### src/rtl/clock_period_meter_if.sv
// rtl/clock_period_meter_if.sv - measurement control/result bundle for clock_period_meter
interface clock_period_meter_if #(
    parameter int W = 16
);
    logic         slow_in;
    logic         start;
    logic         cont;
    logic [W-1:0] period;
    logic [W-1:0] high_time;
    logic         valid;
    logic         busy;
    logic         timeout;

    modport master (
        output slow_in, start, cont,
        input  period, high_time, valid, busy, timeout
    );

    modport slave (
        input  slow_in, start, cont,
        output period, high_time, valid, busy, timeout
    );
endinterface

### src/rtl/clock_period_meter.sv
// rtl/clock_period_meter.sv - measures period and high time of a slow clock in clk cycles
module clock_period_meter #(
    parameter int W    = 16,
    parameter int SYNC = 2
) (
    input  logic                  clk,
    input  logic                  RESET,
    clock_period_meter_if.slave   bus
);
    typedef enum logic [1:0] {IDLE, ARM, MEASURE, DONE} state_t;

    localparam logic [W-1:0] CNT_MAX = '1;
    localparam logic [W-1:0] CNT_ONE = {{(W-1){1'b0}}, 1'b1};

    state_t          r_state;
    state_t          w_next;
    logic [SYNC-1:0] r_sync;
    logic            r_s_d;
    logic [W-1:0]    r_cnt;
    logic [W-1:0]    r_hcnt;
    logic [W-1:0]    r_period;
    logic [W-1:0]    r_high;
    logic            r_timeout;
    logic            w_s;
    logic            w_rise;
    logic            w_sat;
    logic [W-1:0]    w_s_ext;

    assign w_s     = r_sync[SYNC-1];
    assign w_rise  = w_s & ~r_s_d;
    assign w_sat   = (r_cnt == CNT_MAX);
    assign w_s_ext = {{(W-1){1'b0}}, w_s};

    always_ff @(posedge clk) begin
        if (!RESET) begin
            r_sync <= '0;
            r_s_d  <= 1'b0;
        end else begin
            r_sync <= {r_sync[SYNC-2:0], bus.slow_in};
            r_s_d  <= w_s;
        end
    end

    always_ff @(posedge clk) begin
        if (!RESET) r_state <= IDLE;
        else        r_state <= w_next;
    end

    // A rise always wins over saturation, so a window ending exactly at the limit still completes.
    always_comb begin
        w_next = r_state;
        case (r_state)
            IDLE:    if (bus.start && !r_timeout) w_next = ARM;
            ARM:     if (w_rise) w_next = MEASURE;
                     else if (w_sat) w_next = IDLE;
            MEASURE: if (w_rise) w_next = DONE;
                     else if (w_sat) w_next = IDLE;
            DONE:    w_next = bus.cont ? MEASURE : IDLE;
            default: w_next = IDLE;
        endcase
    end

    // The terminating rise opens the next window at count 1; DONE keeps counting so
    // back-to-back windows lose no cycles.
    always_ff @(posedge clk) begin
        if (!RESET) begin
            r_cnt     <= '0;
            r_hcnt    <= '0;
            r_period  <= '0;
            r_high    <= '0;
            r_timeout <= 1'b0;
        end else begin
            r_timeout <= 1'b0;
            case (r_state)
                IDLE: begin
                    if (w_next == ARM) begin
                        r_cnt  <= '0;
                        r_hcnt <= '0;
                    end
                end
                ARM: begin
                    if (w_rise) begin
                        r_cnt  <= CNT_ONE;
                        r_hcnt <= CNT_ONE;
                    end else if (w_sat) begin
                        r_timeout <= 1'b1;
                    end else begin
                        r_cnt <= r_cnt + CNT_ONE;
                    end
                end
                MEASURE: begin
                    if (w_rise) begin
                        r_period <= r_cnt;
                        r_high   <= r_hcnt;
                        r_cnt    <= CNT_ONE;
                        r_hcnt   <= CNT_ONE;
                    end else if (w_sat) begin
                        r_timeout <= 1'b1;
                    end else begin
                        r_cnt  <= r_cnt + CNT_ONE;
                        r_hcnt <= r_hcnt + w_s_ext;
                    end
                end
                DONE: begin
                    r_cnt  <= r_cnt + CNT_ONE;
                    r_hcnt <= r_hcnt + w_s_ext;
                end
                default: begin
                    r_cnt  <= '0;
                    r_hcnt <= '0;
                end
            endcase
        end
    end

    always_comb begin
        bus.valid = 1'b0;
        bus.busy  = 1'b0;
        if (r_state == DONE) bus.valid = 1'b1;
        if (r_state != IDLE) bus.busy  = 1'b1;
    end

    assign bus.period    = r_period;
    assign bus.high_time = r_high;
    assign bus.timeout   = r_timeout;
endmodule

### src/flat_wrapper.sv
// flat-port wrapper written by rule: the top's interface ports become plain ports
module clock_period_meter_flat 
#(
    parameter int W    = 16,
    parameter int SYNC = 2
)
  (clk, RESET, bus_slow_in, bus_start, bus_cont, bus_period, bus_high_time, bus_valid, bus_busy, bus_timeout);
  clock_period_meter_if #(.W(W)) bus_i ();
  input  logic clk;
  input  logic RESET;
  input wire logic [$bits(bus_i.slow_in)-1:0] bus_slow_in;
  input wire logic [$bits(bus_i.start)-1:0] bus_start;
  input wire logic [$bits(bus_i.cont)-1:0] bus_cont;
  output wire logic [$bits(bus_i.period)-1:0] bus_period;
  output wire logic [$bits(bus_i.high_time)-1:0] bus_high_time;
  output wire logic [$bits(bus_i.valid)-1:0] bus_valid;
  output wire logic [$bits(bus_i.busy)-1:0] bus_busy;
  output wire logic [$bits(bus_i.timeout)-1:0] bus_timeout;
  assign bus_i.slow_in = bus_slow_in;
  assign bus_i.start = bus_start;
  assign bus_i.cont = bus_cont;
  assign bus_period = bus_i.period;
  assign bus_high_time = bus_i.high_time;
  assign bus_valid = bus_i.valid;
  assign bus_busy = bus_i.busy;
  assign bus_timeout = bus_i.timeout;
  clock_period_meter #(.W(W), .SYNC(SYNC)) u_core (.clk(clk), .RESET(RESET), .bus(bus_i));
endmodule
### config.mk
export PLATFORM = sky130hd
export DESIGN_NAME = clock_period_meter_flat
export DESIGN_NICKNAME = d
export VERILOG_FILES = /design/src/rtl/clock_period_meter_if.sv /design/src/rtl/clock_period_meter.sv /design/src/flat_wrapper.sv
export SDC_FILE = /design/constraint.sdc
export NUM_CORES = 1
export LEC_CHECK = 0
export CAP_MARGIN = 20
export CORE_MARGIN = 4
export CORE_UTILIZATION = 40
export CTS_CLUSTER_DIAMETER = 40
export DETAILED_ROUTE_END_ITERATION = 10
export HOLD_SLACK_MARGIN = 0.02
export PLACE_DENSITY_LB_ADDON = 0.12
export SYNTH_ARGS = -nofsm -noshare
export SYNTH_HDL_FRONTEND = slang
export SYNTH_SLANG_ARGS = --single-unit
### constraint.sdc
create_clock -name clk -period 3.3 [get_ports clk]
set_input_delay 0.33 -clock clk [delete_from_list [all_inputs] [get_ports clk]]
set_output_delay 0.33 -clock clk [all_outputs]
set_load 0.005 [all_outputs]
[Yosys cells after proc, flatten, opt, wreduce, memory -nomap -nowiden]
Cells that the tools add are included.
Operators by class
  $add $sub $neg: 2
  equality and inequality tests: 9
  mux-type cells: 17
  bitwise logic cells: 4
  reductions and logical operators: 9
Operator list (count)
  16-bit 2-to-1 mux: 6
  16-bit case mux with 4 select lines: 1
  16-bit case mux with 3 select lines: 1
  16-bit by 1-bit adder with 16-bit output: 1
  16-bit by 1-bit adder with 16-bit output, second input constant: 1
  16-bit equality test, second input constant: 1
  2-bit 2-to-1 mux: 5
  2-bit case mux with 4 select lines: 1
  3-bit by 2-bit != test with 1-bit output, second input constant: 2
  2-bit by 1-bit equality test with 1-bit output, second input constant: 2
  2-bit equality test, second input constant: 2
  2-bit by 1-bit != test with 1-bit output, second input constant: 2
  2-bit AND reduction: 2
  1-bit 2-to-1 mux: 3
  1-bit NOT: 3
  3-bit AND reduction: 1
  3-bit OR reduction: 1
  2-bit zero test: 1
  2-bit nonzero test: 1
  2-bit OR reduction: 1
  1-bit bitwise AND: 1
  1-bit logical AND: 1
  1-bit zero test: 1
Word-level totals
  bits in registers: 70
  output and inout port bits: 35

[Longest topological paths before layout]
Gate-level depths: netlist of the first run.
  depth after elaboration: 7
  depth in mapped cells: 11
  mapped depth without buffers: 8

[Least setup slack after synthesis of the first run]
No wires, ideal clock.
  path type: register to register
  from: register u_core.r_state[1]
  to: register u_core.r_hcnt[4]
  setup time: 0.135 ns
  arrival: 2.153 ns
  data required time: 3.165 ns
  setup slack: 1.012 ns
  stages on the path, launching flop included: 11
  buffers on the path: 3
  cell sequence: dfxtp_1 -> inv_1 -> ha_1 -> clkbuf_1 -> a21oi_1 -> o311ai_0 -> nand3_1 -> clkbuf_1 -> buf_2 -> o311ai_0 -> o41ai_1
On the way
  longest elaborated chain between the ends: 6
Ends and longest elaborated chain
  start: declaration: line clock_period_meter.sv:15  | state_t r_state;
  start signal: assignment: line clock_period_meter.sv:46  | else r_state <= w_next;
  2-bit 2-to-1 mux: line clock_period_meter.sv:55, clock_period_meter.sv:57
  2-bit 2-to-1 mux, on equally long branches: line clock_period_meter.sv:56, clock_period_meter.sv:54
  2-bit case mux with 4 select lines: line clock_period_meter.sv:52  | case (r_state)
  2-bit by 1-bit equality test with 1-bit output: line clock_period_meter.sv:76  | if (w_next == ARM) begin
  2-bit by 1-bit != test with 1-bit output (no source line)
  3-bit AND reduction (no source line)
  end signal: assignment: line clock_period_meter.sv:101  | r_hcnt <= r_hcnt + w_s_ext;
  end signal: assignment: line clock_period_meter.sv:106  | r_hcnt <= r_hcnt + w_s_ext;
  end: declaration: line clock_period_meter.sv:20  | logic [W-1:0] r_hcnt;
Several ways; a longest one is shown, not always the timed one.
A chain may end at the register's enable or synchronous reset.

[Final worst setup path of the first run]
  from: register u_core.r_cnt[1]
  to: register u_core.r_cnt[7]
On the way
  longest elaborated chain between the ends: 7
Ends and longest elaborated chain
  start: declaration: line clock_period_meter.sv:19  | logic [W-1:0] r_cnt;
  start signal: assignment: line clock_period_meter.sv:88  | r_cnt <= r_cnt + CNT_ONE;
  start signal: assignment: line clock_period_meter.sv:100  | r_cnt <= r_cnt + CNT_ONE;
  start signal: assignment: line clock_period_meter.sv:105  | r_cnt <= r_cnt + CNT_ONE;
  16-bit equality test: line clock_period_meter.sv:31  | assign w_sat = (r_cnt == CNT_MAX);
  2-bit 2-to-1 mux: line clock_period_meter.sv:55, clock_period_meter.sv:57
  2-bit 2-to-1 mux, on equally long branches: line clock_period_meter.sv:56, clock_period_meter.sv:54
  2-bit case mux with 4 select lines: line clock_period_meter.sv:52
  2-bit by 1-bit equality test with 1-bit output: line clock_period_meter.sv:76
  2-bit by 1-bit != test with 1-bit output (no source line)
  2-bit AND reduction (no source line)
Several ways; a longest one is shown, not always the timed one. The select of a mux whose other input is x is not followed.

==> results of run 1 <==
## through the flow
stage / instance area [um2] / util [%] / hold WS, ns / power (W) / setup slack, ns
floorplan: 3352 / - / 0.4119 / 0.001513 / 1.012
global placement: 3807 / 46.57 / 0.4266 / 0.001707 / 0.6469
detailed placement: 3807 / 46.57 / 0.4237 / 0.001721 / 0.5885
CTS: 3999 / 48.91 / 0.4427 / 0.002407 / 0.5859
global route: 3999 / 48.91 / 0.4697 / 0.002550 / 0.3124
finish: 3999 / 48.91 / 0.4469 / 0.002396 / 0.6039
## power by group
group | switching (W) | internal, W
Combinational | 0.000557 | 0.000256
Clock | 0.000334 | 0.000351
Sequential | 0.0000287 | 0.000869
## area by class of cell
class                           instances  area (um2)  share of cell area [%]
Clock buffer                           11       131.4                   3.285
Timing Repair Buffer                   49       465.4                   11.64
Multi-Input combinational cell        305        1783                   44.59
Tap cell                              105       131.4                   3.285
Clock inverter                          5       60.06                   1.502
Sequential cell                        70        1401                   35.04
Inverter                                7       26.28                  0.6571
## cells by family (layout without fill, tap and decap cells)
kind of cell               count (synthesis)  after routing  share of synthesized area [%]
and+or+nand+nor                          178            178                          26.46
DFF                                       70             70                          41.81
AOI/OAI and AO/OA                        119            119                          23.74
buffers and inverters                     41             72                          5.002
adders and majority gates                  8              8                          2.986
## critical path, cell delays in order (launching register included)
cell and delay (ns):
dfxtp_1 0.38, ha_1 0.23, nand3_1 0.19, nor4_4 0.40, nand3_2 0.13, and3_4 0.31, or3_1 0.58, o41ai_1 0.36
## how the worst max path moves through the flow
stage                            startpoint                             end  slack [ns]
2_1_floorplan  u_core.r_state[1]$_SDFF_PN0_   u_core.r_hcnt[4]$_SDFFE_PN0P_        1.01
3_3_place_gp                      bus_start  u_core.r_hcnt[14]$_SDFFE_PN0P_        0.65
3_5_place_dp   u_core.r_cnt[1]$_SDFFE_PN0P_    u_core.r_cnt[7]$_SDFFE_PN0P_        0.59
4_1_cts        u_core.r_cnt[1]$_SDFFE_PN0P_    u_core.r_cnt[7]$_SDFFE_PN0P_        0.59
5_1_grt        u_core.r_cnt[1]$_SDFFE_PN0P_   u_core.r_cnt[14]$_SDFFE_PN0P_        0.31
6_report       u_core.r_cnt[1]$_SDFFE_PN0P_    u_core.r_cnt[7]$_SDFFE_PN0P_        0.60
## sequential cells by signal, indices dropped and copies added, names as in the netlist
register / cells
u_core.bus.high_time: 16
u_core.bus.period: 16
u_core.r_cnt: 16
u_core.r_hcnt: 16
u_core.r_state: 2
u_core.r_sync: 2
u_core.bus.timeout: 1
u_core.r_s_d: 1
## layout by cell type, fill, tap and decap left out, types with 8 or more instances in the layout
| master | netlist | routed |
|---|---|---|
| buf_4 | 0 | 10 |
| o21ai_0 | 15 | 15 |
| nor2b_1 | 11 | 11 |
| nand2_1 | 83 | 83 |
| clkdlybuf4s50_1 | 0 | 39 |
| ha_1 | 8 | 8 |
| a21oi_1 | 46 | 46 |
| clkbuf_8 | 0 | 9 |
| nor2_1 | 23 | 23 |
| dfxtp_1 | 70 | 70 |
| o311ai_0 | 27 | 27 |
| nand3_1 | 16 | 16 |
| o41ai_1 | 16 | 16 |
## metal layers
| metal | up-vias | track usage (%) | part of all wire, % |
|---|---|---|---|
| met5 | - | 0 | 0 |
| met4 | 0 | 6.618 | 1.1 |
| met3 | 8 | 2.595 | 3.1 |
| met2 | 52 | 28.20 | 46 |
| met1 | 1453 | 22.01 | 50 |
| li1 | 1568 | - | - |
==> flow_summary.toml, run 1 <==
[timing]
relSlewSlack_pct = 51.06
rsz0062_at_grt = "false"
min_period_over_period_pct = 81.70
worst_pin_slew_ns = 0.7274
slew_violations = 0
hold_violations = 0
fin_tns_setup_ns = 0
setup_violations = 0
skew_ns = 0.01039
fmax_mhz = 370.9
finalCriticalPeriod_ns = 2.696

[place]
io_buffer_count = 39
place_inst = 536
gp_congestion = 0.7847
dp_hpwl_mm = 5.336

[final_layout]
syn2layout_area_growth_pct = 19.30
diodes = 0
nNetsFinal = 455
fin_cells = 552
layout-drive-gt1-share_pct = 7.606
nFillCells = 827

[logic_synthesis]
yosys.cell_count.top_type = "nand2_1"
netlist_top_cells_area = "dfxtp_1 42%, nand2_1 9.3%, o311ai_0 7.1%"
synthArstFlopShare_pct = 0
ys.warnings.count = 0
synth_common_cells = "83 x nand2_1, 70 x dfxtp_1, 46 x a21oi_1"
ys_seq_area_share_pct = 41.81
synth_seq_cells = 70
synth_fp_nets = 429
yosys.area.top_type = "dfxtp_1"
synth.avg_cell_area_um2 = 8.058
synth_flop_cell = "dfxtp_1"
synthCells = 416
synth_edf_count = 0
synth_cell_types = 42
netlist.area_leader.share_pct = 41.81
post_synth_instance_area_um2 = 3352

[grt]
grt_max_degree = 43
grt_pass1_vias = 2901
grt_first_pass_wirelength_mm = 13.91
antenna_found_initial = 0
overflow = 0
grt_use_total_pct = 16.94

[die]
die_y_um = 99.54
floorplan.initialDensity_pct = 41.00
die_w_um = 99.54
core_area_um2 = 8175
ios = 40
die_area_um2 = 9908
rows = 33

[worst_setup_path]
reg2reg_depth = 7
required_ns = 3.55
critPathLaunchType = "register"
rr_endpoint = "u_core.r_cnt[7]$_SDFFE_PN0P_"
cp_max_fo = 40
r2r_slack_ns = 0.60
r2r-start = "u_core.r_cnt[1]$_SDFFE_PN0P_"
cp_data_arrival_time_ns = 2.94
setup.worst_path.class = "register to register"
worst_setup_path_end_kind = "register"

[clock_network]
cts.clk_slew.worst_paths_ns = 0.08
worstSkewPairLatency_ns = 0.34
clock_path_buffers = 2
cts_hold_buf = 0
cts.sinks = 70
ctsResizeCount = 0
postCtsSetupBuffers = 0
cts_buffers = 9
clockRootBuffer = "clkbuf_8"
cts_tree = "done"
htreeDepth = 3

[power_and_ir_drop]
ir_worst_vdd_uv = 508.0
p_leak_nw = 1.312
p_per_area_nw_per_um2 = 599.2

[detailed_routing]
ant_nets = 0
dr.pass1.iters = 4
num_vias = 3081
drtIter0Drc = 147
drt-total-wl_mm = 8.310
wire_per_inst_um = 15.05
avgViaCountPerCell = 5.582
drc_errors = 0

[min_path]
hold_path_end = "u_core.r_sync[1]$_SDFF_PN0_"
worstHoldPathCells = 1
hp-class = "register to register"
hold_path_startpoint = "u_core.r_sync[0]$_SDFF_PN0_"

[outcome]
status = "completed"

[flow_run]
maxCapViolCount = 0
(Power assumes the default switching activity.)
==> inputs of run 2 (changes only) <==
Clock period 3.3 ns to 2.4 ns, I/O delays scaled along.
==> run 2 against run 1 <==
Against the previous run: sequential share of layout area shrank 3.0 points; maximum frequency grew 17%; worst hold slack gained 0.0069 ns; clock skew shrank 0.0018 ns.
==> flow_summary.toml, run 2 (synthesis results as in run 1) <==
[detailed_routing]
wire_per_inst_um = 15.12
num_vias = 3330
dr.pass1.iters = 4
drtIter0Drc = 165
ant_nets = 0
drc_errors = 0
avgViaCountPerCell = 5.616
drt-total-wl_mm = 8.965

[die]
ios = 40
die_y_um = 99.54
die_area_um2 = 9908
rows = 33
die_w_um = 99.54
floorplan.initialDensity_pct = 41.00
core_area_um2 = 8175

[place]
place_inst = 577
dp_hpwl_mm = 5.908
io_buffer_count = 39
gp_congestion = 0.8298
dpl_cell_area_um2 = 4115

[power_and_ir_drop]
p_leak_nw = 1.550
p_per_area_nw_per_um2 = 791.2
ir_worst_vdd_uv = 680.8
p_total_w = 0.003467

[grt]
grt_max_degree = 43
grt_first_pass_wirelength_mm = 14.80
overflow = 0
grt_pass1_vias = 3074
antenna_found_initial = 0
grt_use_total_pct = 18.34

[final_layout]
nFillCells = 791
layout-drive-gt1-share_pct = 19.67
final_cell_mix = "83 x nand2_1, 67 x dfxtp_1, 49 x buf_4"
diodes = 0
nNetsFinal = 497
multi_input_area_um2 = 1883
stdcell_area_um2 = 4382
syn2layout_area_growth_pct = 30.72
fin_cells = 593
regArea_um2 = 1405
mostFrequentLayoutCell = "nand2_1"

[clock_network]
cts_tree = "done"
cts_buffers = 9
clockRootBuffer = "clkbuf_8"
cts_hold_buf = 0
cts.sinks = 70
cts.clk_slew.worst_paths_ns = 0.07
clock_path_buffers = 2
htreeDepth = 3
worstSkewPairLatency_ns = 0.35

[worst_setup_path]
critPathLaunchType = "register"
slowest_stage = "nor4_4"
slowest_delay_ns = 0.39
cp_max_fo = 11
setup.worst_path.class = "register to register"
cp_cell_sequence = "ha_2 -> nand3_4 -> nor4_4 -> nand3_2 -> and3_4 -> or3_1 -> buf_6 -> o41ai_1"
path_depth = 8
crit_buf_inv = 1
worstSetupStartpoint = "u_core.r_cnt[0]$_SDFFE_PN0P_"
worst_setup_path_end_kind = "register"
required_ns = 2.64
cp_data_arrival_time_ns = 2.54
crit_family = "simple AND/OR/NAND/NOR gates"
r2r-start = "u_core.r_cnt[0]$_SDFFE_PN0P_"
reg2reg_depth = 8

[timing]
finalCriticalPeriod_ns = 2.298
setup_violations = 0
hold_violations = 0
slew_violations = 0
fmax_mhz = 435.2
worst_pin_slew_ns = 0.4450
fin_tns_setup_ns = 0
skew_ns = 0.008632
rsz0062_at_grt = "false"
min_period_over_period_pct = 95.74
relSlewSlack_pct = 70.30

[outcome]
status = "completed"

[min_path]
hp-class = "register to register"
hold_path_startpoint = "u_core.bus.period[0]$_SDFFE_PN0P_"
worstHoldPathCells = 2

[flow_run]
maxCapViolCount = 0
-- run 2: cell count changes in the layout (fill, tap and decap cells not counted), sizes merged --
cell / previous run / this run
buf: 10 / 51
clkinv: 3 / 4
clkbuf: 11 / 10
or3: 3 / 4
bufinv: 1 / 0
-- run 2: power by group --
group	switching (W)	total, W	internal [W]	leakage (nW)
clock network	0.000447	0.000809	0.000362	0.0817
logic	0.000874	0.00142	0.000548	0.902
registers	0.0000366	0.00124	0.00120	0.566
-- run 2: final timing paths --
| kind | to | slack (ns) |
|---|---|---|
| worst max-delay path | u_core.r_cnt[13]$_SDFFE_PN0P_ | 0.10 |
| worst min-delay path | u_core.bus.period[0]$_SDFFE_PN0P_ | 0.45 |
| worst max register to register | u_core.r_cnt[13]$_SDFFE_PN0P_ | 0.10 |
| worst min register to register | u_core.bus.period[0]$_SDFFE_PN0P_ | 0.45 |
-- run 2: per-layer routing --
| layer | global-route usage [%] | wire length [um] | vias to the layer above |
|---|---|---|---|
| met3 | 4.348 | 448 | 16 |
| met1 | 23.64 | 4130 | 1567 |
| met4 | 7.668 | 169 | 0 |
| met5 | 0 | 0 | - |
| met2 | 29.39 | 4218 | 89 |
| li1 | - | - | 1658 |
-- run 2: metrics by stage --
step                      hold slack [ns]  setup slack (ns)  utilization (%)
after floorplan                    0.3673            0.1123                -
after global placement             0.4159          -0.03029            50.34
after detailed placement           0.4350          -0.09631            50.34
after CTS                          0.4535        0.00006040            52.25
after global routing               0.4822           0.01102            53.60
final                              0.4539            0.1022            53.60
-- run 2: cell type report --
cell class / count / area share (%)
inverters: 7 / 0.5997
flip-flops and latches: 70 / 32.07
multi-input cells: 306 / 42.98
clock inverters: 5 / 0.6282
repair buffers: 90 / 17.82
well taps: 105 / 2.998
clock buffers: 10 / 2.913
-- run 2: what timing repair did --
| item | CTS | global route |
|---|---|---|
| setup buffers | 0 | 0 |
| pin swaps | 0 | 3 |
| gates cloned | 0 | 1 |
| endpoints found under the setup margin | 7 | 25 |
| gates resized for setup | 1 | 28 |
-- run 2: worst min-delay path: cells and delay by family (launching register included) --
| kind | cells | cell delay, ns |
|---|---|---|
| and+or+nand+nor | 1 | 0.05 |
| DFF | 1 | 0.31 |
| AOI/OAI and AO/OA | 1 | 0.05 |
==> inputs of run 3 (changes only) <==
Settings changed: CORE_UTILIZATION 40 to 50, PLACE_DENSITY set to 0.88, PLACE_DENSITY_LB_ADDON 0.12 to not set, SKIP_LAST_GASP set to 1.
==> run 3 against run 2 <==
Against the previous run: via count is 0.24% lower; power is 1.5% lower; maximum frequency is 1.1% higher; worst hold slack worse by 0.017 ns; critical path type unchanged; final cell count is 6.9% lower.
==> flow_summary.toml, run 3 (synthesis results as in run 1) <==
[grt]
grt_pass1_vias = 3080
overflow = 0
grt_first_pass_wirelength_mm = 13.92
grt_use_total_pct = 20.59
grt_max_degree = 43
antenna_found_initial = 0

[worst_setup_path]
slowest_delay_ns = 0.52
worst_setup_path_end_kind = "register"
cp_cell_sequence = "ha_2 -> nand3_2 -> nor4_4 -> nand3_2 -> and3_4 -> buf_4 -> or4b_1 -> a21oi_1"
setup.worst_path.class = "register to register"
critPathLaunchType = "register"
crit_path_frequent_cell = "nand3_2"
crit_buf_inv = 1
cp_data_arrival_time_ns = 2.55
slowest_stage = "or4b_1"
crit_family = "simple AND/OR/NAND/NOR gates"
required_ns = 2.68
cp_max_fo = 18

[clock_network]
cts_tree = "done"
cts.clk_slew.worst_paths_ns = 0.07
cts.sinks = 70
clockRootBuffer = "clkbuf_8"
worstSkewPairLatency_ns = 0.35
cts_buffers = 9
clock_path_buffers = 2
htreeDepth = 3

[final_layout]
syn2layout_area_growth_pct = 25.83
nNetsFinal = 485
diodes = 0
layout-drive-gt1-share_pct = 16.21
mostFrequentLayoutCell = "nand2_1"
fin_cells = 552
fin_util_pct = 65.67
final_cell_mix = "83 x nand2_1, 66 x dfxtp_1, 46 x a21oi_1"

[detailed_routing]
wire_per_inst_um = 15.09
drtIter0Drc = 210
num_vias = 3322
drc_errors = 0
ant_nets = 0
dr.pass1.iters = 5
avgViaCountPerCell = 6.018
drt-total-wl_mm = 8.328

[timing]
skew_ns = 0.007342
slew_violations = 0
min_period_over_period_pct = 94.74
fmax_mhz = 439.8
finalCriticalPeriod_ns = 2.274
hold_violations = 0
rsz0062_at_grt = "false"
relSlewSlack_pct = 61.44
setup_violations = 0
worst_pin_slew_ns = 0.5777

[place]
place_inst = 536
io_buffer_count = 39
gp_congestion = 0.9139
dp_hpwl_mm = 5.499

[die]
die_w_um = 89.88
die_y_um = 89.88
rows = 29
floorplan.initialDensity_pct = 52.19
core_area_um2 = 6422
die_area_um2 = 8078
ios = 40

[power_and_ir_drop]
ir_worst_vdd_uv = 478.7
p_leak_nw = 1.466
p_per_area_nw_per_um2 = 809.8

[outcome]
status = "completed"

[flow_run]
maxCapViolCount = 0

[min_path]
hp-class = "register to register"
-- run 3: repair_timing --
action,CTS,global route
pin swaps,1,3
setup buffers,2,0
hold buffers,0,0
endpoints found under the hold margin,0,0
setup endpoints to repair,8,26
resized for setup,2,16
-- run 3: worst register-to-register path, stage by stage (launching register included) --
cell and delay, ns:
dfxtp_2 0.35, ha_2 0.19, nand3_2 0.11, nor4_4 0.36, nand3_2 0.13, and3_4 0.20, buf_4 0.19, or4b_1 0.52
a21oi_1 0.14
-- run 3: power breakdown --
group | internal, W | switching, W | total, W
clock network | 0.000462 | 0.000445 | 0.000908
registers | 0.00120 | 0.0000412 | 0.00124
logic | 0.000453 | 0.000813 | 0.00127
total | 0.00212 | 0.00130 | 0.00342
-- run 3: area by class of cell --
class,instances,area (um2)
inverters,7,26.28
fillers,504,2205
flip-flops and latches,70,1406
multi-input cells,305,1822
clock buffers,9,123.9
well taps,77,96.34
clock inverters,5,52.55
repair buffers,79,690.7
-- run 3: final timing paths --
check	start	endpoint	slack, ns	depth (start not counted)
worst max-delay path	u_core.r_cnt[0]$_SDFFE_PN0P_	u_core.r_hcnt[1]$_SDFFE_PN0P_	0.13	8
worst min register to register	u_core.r_sync[0]$_SDFF_PN0_	u_core.r_sync[1]$_SDFF_PN0_	0.44	1
worst max register to register	u_core.r_cnt[0]$_SDFFE_PN0P_	u_core.r_hcnt[1]$_SDFFE_PN0P_	0.13	8
worst min-delay path	u_core.r_sync[0]$_SDFF_PN0_	u_core.r_sync[1]$_SDFF_PN0_	0.44	1
-- run 3: per-layer routing --
layer / share of wire [%] / global-route usage [%] / up-vias
li1: - / - / 1631
met1: 44 / 24.87 / 1538
met2: 48 / 34.71 / 136
met3: 5.9 / 5.509 / 17
met4: 1.9 / 8.546 / 0
met5: 0 / 0 / -
-- run 3: per-stage QoR --
step                cell area [um2]  worst slack [ns]  hold WS, ns  power [W]  setup TNS [ns]
floorplan                      3352            0.1123       0.3673   0.002081               0
global placement               3983          0.007790       0.4135   0.002412               0
detailed placement             3983          -0.05858       0.4267   0.002449         -0.2036
CTS                            4179           0.01307       0.4432   0.003364               0
global route                   4218          0.002440       0.4534   0.003600               0
finish                         4218            0.1263       0.4369   0.003416               0
